**config.mk**
```make
export PLATFORM = sky130hd
export DESIGN_NAME = rx_deserialiser_flat
export DESIGN_NICKNAME = d
export VERILOG_FILES = /design/src/rtl/rx_deserialiser_pkg.sv /design/src/rtl/rx_deserialiser_if.sv /design/src/rtl/rx_deserialiser.sv /design/src/flat_wrapper.sv
export SDC_FILE = /design/constraint.sdc
export NUM_CORES = 1
export LEC_CHECK = 0
export CORE_MARGIN = 5
export CORE_UTILIZATION = 30
export DETAILED_ROUTE_END_ITERATION = 12
export GPL_ROUTABILITY_DRIVEN = 1
export PLACE_DENSITY = 0.59
export SLEW_MARGIN = 20
export SYNTH_ARGS = -nofsm -noshare
export SYNTH_HDL_FRONTEND = slang
export SYNTH_SLANG_ARGS = --single-unit
```
**constraint.sdc**
```tcl
create_clock -name clk -period 2.84 [get_ports clk]
set_clock_uncertainty 0.15 [all_clocks]
set_input_delay 0.426 -clock clk [delete_from_list [all_inputs] [get_ports clk]]
set_output_delay 0.426 -clock clk [all_outputs]
set_load 0.1 [all_outputs]
```
**src/rtl/rx_deserialiser_pkg.sv**
```systemverilog
// Shared constants, deserialiser state encoding and bit-insert helper for the
// ISO14443A receive path.
package ISO14443A_pkg;

  localparam int BITS_PER_BYTE = 8;

  typedef enum logic [2:0] {
    ST_IDLE      = 3'd0,
    ST_RECEIVING = 3'd1,
    ST_FLUSH     = 3'd2,
    ST_DONE      = 3'd3,
    ST_DROPPING  = 3'd4
  } deser_state_e;

  function automatic logic [7:0] set_bit(input logic [7:0] v, input logic [2:0] idx,
                                         input logic b);
    logic [7:0] r;
    r      = v;
    r[idx] = b;
    return r;
  endfunction

endpackage

```
**src/rtl/rx_deserialiser_if.sv**
```systemverilog
// Frame stream interface: bit-wide (BY_BYTE=0) from frame_decode or byte-wide
// (BY_BYTE=1) towards the protocol layer.
interface rx_interface #(parameter int BY_BYTE = 0);

  localparam int DW = (BY_BYTE != 0) ? 8 : 1;

  logic          soc;
  logic          eoc;
  logic          error;
  logic          data_valid;
  logic [DW-1:0] data;
  logic [2:0]    data_bits;

  modport master (output soc, eoc, error, data_valid, data, data_bits);
  // data_bits carries no meaning on the bit-wide side, so receivers leave it out.
  modport slave  (input  soc, eoc, error, data_valid, data);

endinterface

```
**src/rtl/rx_deserialiser.sv**
```systemverilog
// Bit-to-byte deserialiser with frame framing/error handling.
// Optional RX_DESERIALISER_BYTE_COUNT_EN adds a per-frame byte_count output.
module rx_deserialiser
  import ISO14443A_pkg::*;
(
  input  logic        clk,
  input  logic        rst_n,
  rx_interface.slave  in_iface,
  rx_interface.master out_iface
`ifdef RX_DESERIALISER_BYTE_COUNT_EN
  ,
  output logic [8:0]  byte_count
`endif
);

  deser_state_e r_state;
  logic [7:0]   r_shift;
  logic [2:0]   r_cnt;
  logic         r_soc;
  logic         r_eoc;
  logic         r_error;
  logic         r_dv;
  logic [7:0]   r_data;
  logic [2:0]   r_bits;

  logic [7:0]   w_shift_upd;
  logic [2:0]   w_cnt_upd;
  logic         w_full;

  // Shift/count as they stand once this cycle's bit (if any) is taken in.
  always_comb begin
    w_shift_upd = r_shift;
    w_cnt_upd   = r_cnt;
    w_full      = 1'b0;
    if (in_iface.data_valid) begin
      w_shift_upd = set_bit(r_shift, r_cnt, in_iface.data[0]);
      w_cnt_upd   = r_cnt + 3'd1;
      w_full      = (r_cnt == 3'(BITS_PER_BYTE - 1));
    end else begin
      w_full      = 1'b0;
    end
  end

  // Frame FSM with registered outputs; soc overrides everything else.
  always_ff @(posedge clk or negedge rst_n) begin
    if (!rst_n) begin
      r_state <= ST_IDLE;
      r_shift <= 8'h00;
      r_cnt   <= 3'd0;
      r_soc   <= 1'b0;
      r_eoc   <= 1'b0;
      r_error <= 1'b0;
      r_dv    <= 1'b0;
      r_data  <= 8'h00;
      r_bits  <= 3'd0;
    end else begin
      r_soc   <= 1'b0;
      r_error <= 1'b0;
      r_dv    <= 1'b0;
      if (in_iface.soc) begin
        r_soc   <= 1'b1;
        r_eoc   <= 1'b0;
        r_shift <= 8'h00;
        r_cnt   <= 3'd0;
        r_state <= ST_RECEIVING;
      end else begin
        case (r_state)
          ST_RECEIVING: begin
            if (in_iface.error) begin
              r_error <= 1'b1;
              r_shift <= 8'h00;
              r_cnt   <= 3'd0;
              if (in_iface.eoc) begin
                r_eoc   <= 1'b1;
                r_state <= ST_DONE;
              end else begin
                r_state <= ST_DROPPING;
              end
            end else begin
              // Upper bits of a partial byte stay 0 because the shift clears per byte.
              r_cnt   <= w_cnt_upd;
              r_shift <= w_full ? 8'h00 : w_shift_upd;
              if (w_full) begin
                r_dv   <= 1'b1;
                r_data <= w_shift_upd;
                r_bits <= 3'd0;
              end
              if (in_iface.eoc) begin
                if (w_cnt_upd == 3'd0) begin
                  r_eoc   <= 1'b1;
                  r_state <= ST_DONE;
                end else begin
                  r_dv    <= 1'b1;
                  r_data  <= w_shift_upd;
                  r_bits  <= w_cnt_upd;
                  r_state <= ST_FLUSH;
                end
              end
            end
          end
          ST_FLUSH: begin
            r_eoc   <= 1'b1;
            r_state <= ST_DONE;
          end
          ST_DROPPING: begin
            if (in_iface.eoc) begin
              r_eoc   <= 1'b1;
              r_state <= ST_DONE;
            end else begin
              r_state <= ST_DROPPING;
            end
          end
          ST_IDLE, ST_DONE: r_state <= r_state;
          default:          r_state <= ST_IDLE;
        endcase
      end
    end
  end

  assign out_iface.soc        = r_soc;
  assign out_iface.eoc        = r_eoc;
  assign out_iface.error      = r_error;
  assign out_iface.data_valid = r_dv;
  assign out_iface.data       = r_data;
  assign out_iface.data_bits  = r_bits;

`ifdef RX_DESERIALISER_BYTE_COUNT_EN
  logic w_emit;

  // A byte (full or partial) will be emitted on the next edge.
  always_comb begin
    w_emit = 1'b0;
    if ((r_state == ST_RECEIVING) && !in_iface.error) begin
      w_emit = w_full || (in_iface.eoc && (w_cnt_upd != 3'd0));
    end else begin
      w_emit = 1'b0;
    end
  end

  // Saturating per-frame byte counter.
  always_ff @(posedge clk or negedge rst_n) begin
    if (!rst_n) begin
      byte_count <= 9'd0;
    end else if (in_iface.soc) begin
      byte_count <= 9'd0;
    end else if (w_emit && (byte_count != 9'd511)) begin
      byte_count <= byte_count + 9'd1;
    end else begin
      byte_count <= byte_count;
    end
  end
`endif

endmodule

```
**src/flat_wrapper.sv**
```systemverilog
// flat-port wrapper written by rule: the top's interface ports become plain ports
module rx_deserialiser_flat import ISO14443A_pkg::*;
  (clk, rst_n, in_iface_soc, in_iface_eoc, in_iface_error, in_iface_data_valid, in_iface_data, out_iface_soc, out_iface_eoc, out_iface_error, out_iface_data_valid, out_iface_data, out_iface_data_bits);
  rx_interface #(.BY_BYTE(0)) in_iface_i ();
  rx_interface #(.BY_BYTE(1)) out_iface_i ();
  input  logic clk;
  input  logic rst_n;
  input wire logic [$bits(in_iface_i.soc)-1:0] in_iface_soc;
  input wire logic [$bits(in_iface_i.eoc)-1:0] in_iface_eoc;
  input wire logic [$bits(in_iface_i.error)-1:0] in_iface_error;
  input wire logic [$bits(in_iface_i.data_valid)-1:0] in_iface_data_valid;
  input wire logic [$bits(in_iface_i.data)-1:0] in_iface_data;
  output wire logic [$bits(out_iface_i.soc)-1:0] out_iface_soc;
  output wire logic [$bits(out_iface_i.eoc)-1:0] out_iface_eoc;
  output wire logic [$bits(out_iface_i.error)-1:0] out_iface_error;
  output wire logic [$bits(out_iface_i.data_valid)-1:0] out_iface_data_valid;
  output wire logic [$bits(out_iface_i.data)-1:0] out_iface_data;
  output wire logic [$bits(out_iface_i.data_bits)-1:0] out_iface_data_bits;
  assign in_iface_i.soc = in_iface_soc;
  assign in_iface_i.eoc = in_iface_eoc;
  assign in_iface_i.error = in_iface_error;
  assign in_iface_i.data_valid = in_iface_data_valid;
  assign in_iface_i.data = in_iface_data;
  assign out_iface_soc = out_iface_i.soc;
  assign out_iface_eoc = out_iface_i.eoc;
  assign out_iface_error = out_iface_i.error;
  assign out_iface_data_valid = out_iface_i.data_valid;
  assign out_iface_data = out_iface_i.data;
  assign out_iface_data_bits = out_iface_i.data_bits;
  rx_deserialiser u_core (.clk(clk), .rst_n(rst_n), .in_iface(in_iface_i), .out_iface(out_iface_i));
endmodule
```
==> results of run 1 <==
[worst min-delay path, stage by stage (launching register included)]
cell and delay [ps]:
dfrtp_1 340, nand2_1 40, o21ai_0 60
[where the power goes]
part | internal (mW) | switching, mW
combinational | 0.118 | 0.456
sequential | 0.467 | 0.0348
clock | 0.286 | 0.152
total | 0.871 | 0.643
[final cells by class]
| cell class | count | area [um2] |
|---|---|---|
| Fill cell | 444 | 2900 |
| Sequential cell | 29 | 726 |
| Multi-Input combinational cell | 87 | 613 |
| Timing Repair Buffer | 27 | 218 |
| Clock buffer | 7 | 86.3 |
| Tap cell | 54 | 67.6 |
| Inverter | 13 | 48.8 |
| Clock inverter | 1 | 30.0 |
[cells by family (layout without fill, tap and decap cells)]
logic type / Yosys count / in the layout / synth area share (%)
simple gates: 41 / 41 / 15.8
mux: 18 / 18 / 12.6
flops: 29 / 29 / 50.2
fa+ha+maj: 2 / 2 / 1.73
compound gates: 25 / 25 / 11.7
buf+inv: 19 / 48 / 7.36
xor+xnor: 1 / 1 / 0.606
[synth_stat cells (2+ instances only)]
cell type,instances
o2bb2ai_1,2
o21ai_0,10
nor2_1,6
mux2_2,2
inv_1,13
a21o_1,3
dfrtp_1,29
nor2b_1,2
a21oi_1,4
ha_1,2
nor3b_1,2
clkbuf_1,3
nand3_1,2
nor3_1,4
mux2i_1,16
nand2_1,14
nand2b_1,2
nand4b_1,2
[flip-flops by register name, summed over array words and instances, names as in the netlist]
name	cells
u_core.r_cnt	3
u_core.out_iface.error	1
u_core.out_iface.soc	1
u_core.r_state	3
u_core.out_iface.eoc	1
u_core.out_iface.data_bits	3
u_core.out_iface.data_valid	1
u_core.r_shift	8
u_core.out_iface.data	8
[metal layers]
layer  wire length, um  share of wire, %  track usage (%)
met5                 0                 0                0
met4                55               1.6             5.67
met3               170               5.0             4.06
met2              1630                48             19.1
met1              1530                45             13.6
[per-stage QoR]
stage          total power [mW]  area [um2]  util [%]  hold WS (ps)
3_5_place_dp               1.09        1670      35.7           322
3_3_place_gp               1.08        1670      35.7           314
2_1_floorplan             0.947        1450         -         -19.6
5_1_grt                    1.57        1790      38.1           373
4_1_cts                    1.53        1790      38.1           336
6_report                   1.51        1790      38.1           331
[worst min path at each step]
stage                                                end  slack, ps  cells after the start
floorplan           u_core.out_iface.data[0]$_DFFE_PN0P_        -20                      0
global placement           u_core.r_shift[4]$_DFFE_PN0P_        310                      2
detailed placement         u_core.r_shift[1]$_DFFE_PN0P_        320                      2
CTS                        u_core.r_shift[1]$_DFFE_PN0P_        340                      2
global route               u_core.r_shift[1]$_DFFE_PN0P_        370                      2
finish                     u_core.r_shift[1]$_DFFE_PN0P_        330                      2
==> flow_summary.yaml, run 1 <==
sta:
  totalNegativeSetupSlack_ps: 0
  relSlewSlack_pct: 59.0
  report.final.hold_viol_count: 0
  finalSetupViolations: 0
  max_freq_mhz: 417
  maxSlewViolCount: 0
  min_period_over_period_pct: 84.5
  finalWorstSetupSlack_ps: 440
  period_needed_ps: 2400
  rsz0062_at_grt: "false"
  tightest_slew_ps: 615
logic_synthesis:
  synthArstFlopShare_pct: 100
  synthTopCellsByArea: "dfrtp_1 50%, mux2i_1 11%, nand2_1 3.6%, o21ai_0 3.5%, inv_1 3.4%"
  synth_top_flop_cell: "dfrtp_1"
  synth-seq-cells: 29
  synth_warnings: 0
  syn_inst: 135
  synth-edff-count: 0
  synth_nets: 144
  syn_avg_cell_area_um2: 10.7
  synth_area_um2: 1450
  ys_seq_area_share_pct: 50.2
  synth_top_area_share_pct: 50.2
  yosys.area.top_type: "dfrtp_1"
  synth.distinct_cells: 35
floorplanning:
  start_util_pct: 30.8
  io_pins: 22
  fp.dieArea_um2: 6310
  core-area_um2: 4690
  die_h_um: 79.4
  die_x_um: 79.4
  num_rows: 25
global_route:
  grtUsageTotal_pct: 11.7
  grt_antenna_before_repair: 0
  grt_max_degree: 30
  grt_pass1_wl_mm: 5.58
  gr-total-overflow: 0
  grt_pass1_vias: 1185
outcome:
  status: "finished, final reports clean"
finish:
  diodes: 0
  finalNonFillerCells: 218
  final_common_cell: "dfrtp_1"
  final_cell_mix: "29 x dfrtp_1, 21 x buf_4, 16 x mux2i_1"
  syn_to_final_growth_pct: 23.8
  drive_gt1_share_pct: 20.7
  final_nets: 172
routing:
  drt-total-wl_mm: 3.39
  num_vias: 1074
  routedWlPerCell_um: 15.5
  first_pass_iters: 4
  drc: 0
  drt-vias-per-instance: 4.93
  drtIter0Drc: 47
  antenna_left: 0
setup_path:
  path_max_fanout: 9
  r2r_start: "u_core.r_cnt[1]$_DFFE_PN0P_"
  worstSetupPathType: "reg2reg"
  cpMostUsedCell: "ha_1"
  cp-end-kind: "flop"
  critical_path.endpoint: "u_core.out_iface.data[3]$_DFFE_PN0P_"
  path_depth: 7
  cp_cell_sequence: "ha_1 -> ha_1 -> or4bb_1 -> nand3_1 -> a21oi_4 -> buf_4 -> mux2i_1"
  r2r_slack_ps: 440
  reg2regPathDepth: 7
  critPathLaunch: "u_core.r_cnt[1]$_DFFE_PN0P_"
  cpPeakStageDelay_ps: 530
  critPathSlowestCell: "or4bb_1"
  cpLargestDelayFamily: "simple AND/OR/NAND/NOR gates"
  path_buf_inv: 1
  worstPathRequired_ps: 2850
  arrival_ps: 2410
  critPathLaunchType: "flop"
  reg2reg_to: "u_core.out_iface.data[3]$_DFFE_PN0P_"
placed_design:
  place_ws_ps: 250
  gp_congestion: 0.863
  hpwl_mm: 2.46
  placedCellCount: 210
  io_buffer_count: 21
cts:
  ctsHoldBuffers: 0
  postCtsSetupBuffers: 0
  cts_tree: "yes"
  cts_root_buf: "clkbuf_8"
  worstSkewPairLatency_ps: 280
  cts.path.max_buffers: 2
  h-tree-depth: 2
  cts.sinks: 29
  cts.repair.resized: 0
  clkTransAtPathRegs_ps: 60
  cts_buffers: 5
power:
  vdd_drop_max_mv: 0.411
  power_density_nw_per_um2: 846
  p_leak_nw: 0.847
job:
  maxCapViolCount: 0
worst_hold_path:
  hp-start: "u_core.r_shift[1]$_DFFE_PN0P_"
  holdCritPathClass: "reg2reg"
(Power assumes the default switching activity.)
==> run 2: changes to the inputs <==
--- a/config.mk
+++ b/config.mk
@@ -9,7 +9,7 @@
 export CORE_UTILIZATION = 30
 export DETAILED_ROUTE_END_ITERATION = 12
 export GPL_ROUTABILITY_DRIVEN = 1
-export PLACE_DENSITY = 0.59
+export PLACE_DENSITY = 0.61
 export SLEW_MARGIN = 20
 export SYNTH_ARGS = -nofsm -noshare
 export SYNTH_HDL_FRONTEND = slang
==> constraint.sdc (replaced) <==
create_clock -name clk -period 2.2 [get_ports clk]
set_clock_uncertainty 0.15 [all_clocks]
set_input_delay 0.33 -clock clk [delete_from_list [all_inputs] [get_ports clk]]
set_output_delay 0.33 -clock clk [all_outputs]
set_load 0.1 [all_outputs]
==> run 2 against run 1 <==
  * Highest routed layer unchanged
  * Largest cell class unchanged
  * Largest power group unchanged
  * First-iteration DRC count up 19%
  * Sequential cell count unchanged
  * Total power is 20% higher
==> flow_summary.yaml, run 2 (synthesis results as in run 1) <==
outcome:
  status: "finished, final reports clean"
setup_path:
  arrival_ps: 2120
  critical_path.endpoint: "u_core.out_iface.data[3]$_DFFE_PN0P_"
  reg2regPathDepth: 7
  cpLargestDelayFamily: "simple AND/OR/NAND/NOR gates"
  path_max_fanout: 6
  cp_cell_sequence: "ha_2 -> ha_4 -> or4bb_1 -> nand3_2 -> a21oi_4 -> buf_6 -> mux2i_1"
  critPathSlowestCell: "or4bb_1"
  worstSetupPathType: "reg2reg"
  reg2reg_to: "u_core.out_iface.data[3]$_DFFE_PN0P_"
  r2r_slack_ps: 80
  r2r_start: "u_core.r_cnt[0]$_DFFE_PN0P_"
  critPathLaunch: "u_core.r_cnt[0]$_DFFE_PN0P_"
  critPathLaunchType: "flop"
  path_depth: 7
  worstPathRequired_ps: 2200
  path_buf_inv: 1
  cp-end-kind: "flop"
  cpPeakStageDelay_ps: 550
global_route:
  grt_antenna_before_repair: 0
  grtUsageTotal_pct: 11.0
  grt_pass1_wl_mm: 5.41
  grt_pass1_vias: 1129
  grt_max_degree: 30
  gr-total-overflow: 0
routing:
  routedWlPerCell_um: 13.8
  drc: 0
  drt-total-wl_mm: 3.11
  first_pass_iters: 4
  antenna_left: 0
  drtIter0Drc: 56
  drt-vias-per-instance: 4.89
  num_vias: 1101
placed_design:
  gp_congestion: 0.785
  io_buffer_count: 21
  placedCellCount: 217
  hpwl_mm: 2.31
  place_ws_ps: -85.4
finish:
  final_common_cell: "dfrtp_1"
  final_nets: 180
  drive_gt1_share_pct: 25.7
  final_cell_mix: "29 x dfrtp_1, 27 x buf_4, 16 x mux2i_1"
  diodes: 0
  finalNonFillerCells: 225
  final_core_utilization_pct: 39.4
  syn_to_final_growth_pct: 27.8
cts:
  ctsHoldBuffers: 0
  h-tree-depth: 2
  clkTransAtPathRegs_ps: 60
  cts.path.max_buffers: 2
  cts_tree: "yes"
  cts.sinks: 29
  worstSkewPairLatency_ps: 270
  cts_root_buf: "clkbuf_8"
  cts_buffers: 5
floorplanning:
  io_pins: 22
  start_util_pct: 30.8
  die_h_um: 79.4
  fp.dieArea_um2: 6310
  die_x_um: 79.4
  core-area_um2: 4690
  num_rows: 25
sta:
  min_period_over_period_pct: 96.6
  max_freq_mhz: 471
  period_needed_ps: 2120
  fin_hold_ws_ps: 295
  tightest_slew_ps: 371
  relSlewSlack_pct: 75.3
  finalWorstSetupSlack_ps: 75.1
  maxSlewViolCount: 0
  rsz0062_at_grt: "false"
  finalSetupViolations: 0
  report.final.hold_viol_count: 0
power:
  p_leak_nw: 0.870
  power_density_nw_per_um2: 983
  power_mw: 1.81
  vdd_drop_max_mv: 0.672
job:
  maxCapViolCount: 0
worst_hold_path:
  holdCritPathClass: "in2async"
==> run 2: how the worst min path moves through the flow <==
stage | start | endpoint | slack (ps) | depth (start not counted)
after global routing | rst_n | u_core.out_iface.data_valid$_DFF_PN0_ | 330 | 2
after CTS | rst_n | u_core.out_iface.data_bits[1]$_DFFE_PN0P_ | 300 | 2
final | rst_n | u_core.out_iface.data_valid$_DFF_PN0_ | 290 | 2
after detailed placement | u_core.r_shift[1]$_DFFE_PN0P_ | u_core.r_shift[1]$_DFFE_PN0P_ | 320 | 2
after global placement | u_core.r_shift[1]$_DFFE_PN0P_ | u_core.r_shift[1]$_DFFE_PN0P_ | 310 | 2
after floorplan | rst_n | u_core.out_iface.data[0]$_DFFE_PN0P_ | -120 | 0
==> run 2: what timing repair did <==
item / CTS / global route
pin swaps: 1 / 3
setup buffers: 0 / 1
setup endpoints to repair: 7 / 11
gates resized for setup: 1 / 4
==> run 2: metal layers <==
| layer | global-route usage (%) | routed length, um | up-vias | share of wire, % |
|---|---|---|---|---|
| met5 | 0 | 0 | - | 0 |
| met4 | 3.61 | 25 | 0 | 0.80 |
| met3 | 3.39 | 181 | 3 | 5.8 |
| met2 | 17.9 | 1450 | 30 | 47 |
| met1 | 13.9 | 1450 | 531 | 47 |
| li1 | - | - | 537 | - |
==> run 2: worst reg2reg max path: cells and delay by family, from the launching register on <==
kind / cells / cell delay, ps
adders and majority gates: 2 / 450
and+or+nand+nor: 2 / 670
buffers and inverters: 1 / 150
AOI/OAI and AO/OA: 1 / 80
DFF: 1 / 390
muxes: 1 / 120
==> run 2: cell type report <==
class	instances	area, um2
flip-flops and latches	29	726
well taps	54	67.6
inverters	13	48.8
repair buffers	35	285
fillers	468	2850
clock buffers	7	86.3
multi-input cells	87	633
==> run 2: where the power goes <==
group	switching, mW	internal (mW)	leakage, nW
registers	0.0424	0.603	0.384
clock network	0.178	0.247	0.0443
logic	0.584	0.160	0.442
total	0.805	1.01	0.870
==> run 2: stage by stage <==
step | setup TNS, ps | area [um2]
2_1_floorplan | 0 | 1450
3_5_place_dp | -543 | 1730
4_1_cts | 0 | 1820
6_report | 0 | 1850
5_1_grt | 0 | 1850
3_3_place_gp | -184 | 1730
==> run 3: changes to the inputs <==
--- a/config.mk
+++ b/config.mk
@@ -5,11 +5,13 @@
 export SDC_FILE = /design/constraint.sdc
 export NUM_CORES = 1
 export LEC_CHECK = 0
+export CAP_MARGIN = 20
 export CORE_MARGIN = 5
 export CORE_UTILIZATION = 30
 export DETAILED_ROUTE_END_ITERATION = 12
+export DONT_BUFFER_PORTS = 1
 export GPL_ROUTABILITY_DRIVEN = 1
-export PLACE_DENSITY = 0.61
+export PLACE_DENSITY = 0.55
 export SLEW_MARGIN = 20
 export SYNTH_ARGS = -nofsm -noshare
 export SYNTH_HDL_FRONTEND = slang
==> run 3 against run 2 <==
  * Register-to-register slack barely moved
  * Final cell count fell by 4.0%
  * Cell area fell by 4.4%
  * Sequential share of layout area rose by 1.8 points
  * Utilization fell by 1.7 points
  * Non-clock buffer count fell by 10
  * Critical endpoint is now u_core.out_iface.data[2]$_DFFE_PN0P_
  * Largest cell class unchanged
  * Largest power group unchanged
  * Highest routed layer unchanged
==> flow_summary.yaml, run 3 (synthesis results as in run 1) <==
setup_path:
  worstSetupPathType: "reg2reg"
  arrival_ps: 2130
  reg2reg_to: "u_core.out_iface.data[2]$_DFFE_PN0P_"
  cp-end-kind: "flop"
  reg2regPathDepth: 7
  critPathLaunchType: "flop"
  worstPathRequired_ps: 2210
  path_max_fanout: 5
  r2r_slack_ps: 80
  r2r_start: "u_core.r_cnt[0]$_DFFE_PN0P_"
global_route:
  grt_antenna_before_repair: 0
  grt_pass1_wl_mm: 5.66
  grt_pass1_vias: 1178
  gr-total-overflow: 0
  grt_max_degree: 30
  grtUsageTotal_pct: 11.9
cts:
  cts.sinks: 29
  postCtsSetupBuffers: 0
  cts_buffers: 5
  h-tree-depth: 2
  cts_tree: "yes"
  cts.path.max_buffers: 2
  worstSkewPairLatency_ps: 280
  cts_root_buf: "clkbuf_8"
  clkTransAtPathRegs_ps: 60
finish:
  final_cell_mix: "29 x dfrtp_1, 20 x buf_4, 16 x mux2i_1"
  design_area_um2: 1770
  final_common_cell: "dfrtp_1"
  final_nets: 170
  fill_cells: 462
  syn_to_final_growth_pct: 22.2
  drive_gt1_share_pct: 22.8
  diodes: 0
sta:
  finalWorstSetupSlack_ps: 82.0
  max_freq_mhz: 472
  report.final.hold_viol_count: 0
  rsz0062_at_grt: "false"
  fin_hold_ws_ps: 23.1
  totalNegativeSetupSlack_ps: 0
  finalSetupViolations: 0
  min_period_over_period_pct: 96.3
  maxSlewViolCount: 0
  tightest_slew_ps: 920
  relSlewSlack_pct: 38.7
  period_needed_ps: 2120
worst_hold_path:
  min_to: "u_core.out_iface.data_bits[2]$_DFFE_PN0P_"
  holdCritPathClass: "in2reg"
  whs_path_depth: 1
  hp-start: "in_iface_eoc"
floorplanning:
  die_h_um: 79.4
  die_x_um: 79.4
  num_rows: 25
  fp.dieArea_um2: 6310
  start_util_pct: 30.8
  core-area_um2: 4690
  io_pins: 22
placed_design:
  hpwl_mm: 2.33
  post_dp_cell_area_um2: 1630
  place_ws_ps: 20.0
  gp_congestion: 0.840
  io_buffer_count: 0
outcome:
  status: "finished, final reports clean"
routing:
  drt-vias-per-instance: 4.96
  drtIter0Drc: 59
  num_vias: 1072
  routedWlPerCell_um: 15.4
  drt-total-wl_mm: 3.32
  drc: 0
  antenna_left: 0
  first_pass_iters: 4
power:
  power_density_nw_per_um2: 1020
  vdd_drop_max_mv: 0.562
  p_leak_nw: 0.835
  power_mw: 1.80
job:
  maxCapViolCount: 0
==> run 3: cell count changes in the layout (fill, tap and decap cells not counted), sizes merged <==
cell / before / now
buf: 29 / 22
clkdlybuf4s50: 6 / 0
dlygate4sd3: 0 / 3
clkinv: 0 / 2
clkbuf: 7 / 6
==> run 3: through the flow <==
stage / instances / utilization (%)
2_1_floorplan: 135 / -
3_3_place_gp: 204 / 34.6
3_5_place_dp: 204 / 34.6
4_1_cts: 216 / 37.5
5_1_grt: 216 / 37.6
6_report: 216 / 37.6
==> run 3: worst max-delay path, cell delays in order (launching register included) <==
cell and delay (ps):
dfrtp_1 390, ha_2 190, ha_1 280, or4bb_1 540, nand3_2 110, a21oi_4 80
buf_4 160, mux2i_1 110
==> run 3: cell type report <==
type	count	area (um2)	area share (%)
flip-flops and latches	29	726	41.1
well taps	54	67.6	3.83
repair buffers	25	220	12.5
inverters	13	48.8	2.76
clock buffers	6	72.6	4.11
clock inverters	2	10.0	0.567
multi-input cells	87	621	35.2
==> run 3: worst max-delay path by stage <==
stage / start / endpoint / slack [ps] / cells past startpoint
after CTS: u_core.r_cnt[0]$_DFFE_PN0P_ / u_core.out_iface.data[1]$_DFFE_PN0P_ / 10 / 7
after global routing: u_core.r_cnt[0]$_DFFE_PN0P_ / u_core.out_iface.data_bits[1]$_DFFE_PN0P_ / 10 / 7
final: u_core.r_cnt[0]$_DFFE_PN0P_ / u_core.out_iface.data[2]$_DFFE_PN0P_ / 80 / 7
after global placement: u_core.r_cnt[0]$_DFFE_PN0P_ / u_core.out_iface.data[2]$_DFFE_PN0P_ / 60 / 7
after floorplan: u_core.r_cnt[1]$_DFFE_PN0P_ / u_core.out_iface.data[5]$_DFFE_PN0P_ / 30 / 6
after detailed placement: u_core.r_cnt[0]$_DFFE_PN0P_ / u_core.out_iface.data[2]$_DFFE_PN0P_ / 20 / 7
==> run 3: what timing repair did <==
| item | 4_1_cts | 5_1_grt |
|---|---|---|
| setup endpoints to repair | 0 | 11 |
| hold buffers | 4 | 0 |
| gates resized for setup | 0 | 3 |
| hold endpoints to repair | 32 | 0 |
==> run 3: per-layer routing <==
| metal | vias up | global-route usage [%] | share of wire (%) |
|---|---|---|---|
| li1 | 517 | - | - |
| met1 | 523 | 13.9 | 43 |
| met2 | 27 | 19.4 | 48 |
| met3 | 5 | 4.63 | 7.6 |
| met4 | 0 | 4.64 | 1.3 |
| met5 | - | 0 | 0 |
==> run 3: power by group <==
group | switching (mW) | internal, mW
clock network | 0.205 | 0.219
logic | 0.594 | 0.153
registers | 0.0245 | 0.601
==> patch (config.mk and constraints of run 1) <==
Re-encode `deser_state_e` (5 states) as one-hot, 5 bits wide.
--- a/src/rtl/rx_deserialiser_pkg.sv
+++ b/src/rtl/rx_deserialiser_pkg.sv
@@ -5,10 +5,10 @@
   localparam int BITS_PER_BYTE = 8;
 
-  typedef enum logic [2:0] {
-    ST_IDLE      = 3'd0,
-    ST_RECEIVING = 3'd1,
-    ST_FLUSH     = 3'd2,
-    ST_DONE      = 3'd3,
-    ST_DROPPING  = 3'd4
+  typedef enum logic [4:0] {
+    ST_IDLE      = 5'b00001,
+    ST_RECEIVING = 5'b00010,
+    ST_FLUSH     = 5'b00100,
+    ST_DONE      = 5'b01000,
+    ST_DROPPING  = 5'b10000
   } deser_state_e;
 
Function: no difference found for any inputs over 10 cycles, from zero or initial values and one cycle with rst_n low; not proved beyond that.
==> patch against run 1 <==
  * Final area rose by 5.9%
  * Setup slack improved by 0.17 ns
  * Wire length fell by 4.8%
  * Via count rose by 6.2%
  * Sequential cell count rose by 2
  * Utilization fell by 0.78 points
  * Total power rose by 3.2%
  * Synthesized cell count rose by 7.4%
  * Fmax rose by 7.6%
  * Area after synthesis rose by 7.6%
  * Largest cell class unchanged
  * Largest power group unchanged
  * Highest routed layer unchanged
==> patch: results (changes against run 1) <==
stage;metric;value;unit;change
outcome;status;finished clean;;
power;static leakage;0.0008432;uW;-0.40%
finish;Final nets;180;;+4.7%
timing;final setup vio count;0;;unchanged
power;Switch Pwr;739.3;uW;+15%
detailed_routing;metal3 WL;173;um;+1.8%
yosys;post-synthesis mux area share;11.75;%;-0.89 points
yosys;sequential share of the synthesized area;49.96;%;-0.26 points
global_routing;antenna violations before repair;0;;unchanged
yosys;Netlist cell types;42;;+20%
placement;HPWL Detailed;2304;um;-6.2%
timing;count of final hold-check violations;0;;unchanged
detailed_routing;Met2 Wirelength;1521;um;-6.9%
yosys;top post-synthesis cells by count;dfrtp_1, mux2i_1, nand2_1;;
setup_path;WP data arrival;2.28;ns;-0.13 ns
global_routing;first-pass GRT wire length;5754;um;+3.2%
timing;Max-slew headroom;67.30;%;+8.3 points
setup_path;CP max-delay cell;dfrtp_1;;
detailed_routing;Routed WL;3226;um;-4.8%
finish;Fillers;514;;+16%
yosys;XOR/XNOR Fraction of Synth Area;1.126;%;+0.52 points
setup_path;critical-path maximum fanout;14;;+5
yosys;adder-cell area share of the yosys netlist;1.609;%;-0.12 points
clock_tree;PostCTS Resize Cnt;0;;unchanged
detailed_routing;number of vias per cell;4.715;;-4.3%
placement;routability cong.;0.7799;;-9.7%
yosys;top post-synthesis cells by area;dfrtp_1, mux2i_1, o21ai_0;;
placement;Post-Place Cells;234;;+11%
global_routing;vias in the first global route;1217;;+2.7%
detailed_routing;initial drt markers;58;;+23%
yosys;Compound-Gate Fraction of Synth Area;13.03;%;+1.3 points
power;worst IR drop on VDD;0.3286;mV;-20%
detailed_routing;total number of vias;1141;;+6.2%
detailed_routing;First-pass DRT Iterations;4;;unchanged
finish;layout cells sized above 1;19.77;%;-0.96 points
global_routing;largest net degree at the start of global routing;32;;+6.7%
global_routing;overall routing resource usage;11.52;%;-0.16 points
detailed_routing;Met1 Wirelength;1464;um;-4.3%
yosys;Mapped Cells;145;;+7.4%
## patch: path summary, 6_finish.rpt
path / end / slack [ns] / start
worst min register to register: u_core.r_shift[3]$_DFFE_PN0P_ / 0.33 / u_core.r_shift[3]$_DFFE_PN0P_
worst min-delay path: u_core.r_shift[3]$_DFFE_PN0P_ / 0.33 / u_core.r_shift[3]$_DFFE_PN0P_
max in group asynchronous: u_core.r_state[0]$_DFFE_PN1P_ / 1.84 / rst_n
worst max register to register: u_core.out_iface.data[6]$_DFFE_PN0P_ / 0.61 / u_core.r_cnt[0]$_DFFE_PN0P_
min in group asynchronous: u_core.out_iface.data[7]$_DFFE_PN0P_ / 0.39 / rst_n
worst max-delay path: u_core.out_iface.data[6]$_DFFE_PN0P_ / 0.61 / u_core.r_cnt[0]$_DFFE_PN0P_
## patch: metal layers
metal	GRT usage (%)	vias up
met5	0	-
met4	5.814	0
met3	4.605	8
met2	17.69	19
met1	13.91	545
li1	-	569
## patch: logic make-up (layout without fill, tap and decap cells)
group | count (synthesis) | count (layout)
simple gates | 46 | 46
flops | 31 | 31
compound gates | 28 | 28
mux | 18 | 18
buf+inv | 18 | 45
fa+ha+maj | 2 | 2
xor+xnor | 2 | 2
## patch: stage by stage
step | hold slack, ns | worst slack, ns | cell area [um^2]
6_report | 0.3306 | 0.6096 | 1896
5_1_grt | 0.3846 | 0.4604 | 1896
4_1_cts | 0.3343 | 0.6058 | 1896
3_5_place_dp | 0.3196 | 0.4947 | 1814
3_3_place_gp | 0.3133 | 0.5119 | 1814
2_1_floorplan | -0.01959 | 0.8940 | 1555
## patch: area by class of cell
class	count	area [um^2]	share of cell area [%]
Sequential cell	31	777.0	40.99
Multi-Input combinational cell	96	698.2	36.83
Timing Repair Buffer	26	210.2	11.09
Tap cell	70	87.58	4.620
Clock buffer	7	76.32	4.026
Inverter	11	41.29	2.178
Clock inverter	1	5.005	0.2640
## patch: critical path: cells and delay by family (launching register included)
family	cells	cell delay, ns
adder cells (fa/ha/maj)	2	0.60
AND/OR/NAND/NOR	2	0.26
multiplexers	1	0.20
AO/OA/AOI/OAI	1	0.20
buffers and inverters	1	0.19
flip-flops	1	0.54
## patch: power by group through the flow
stage               combinational [uW]  clock [uW]  sequential, uW
global route                       720         357             563
detailed placement                 691           0             559
finish                             684         326             552
global placement                   686           0             559
CTS                                691         341             553
floorplan                          119           0             977
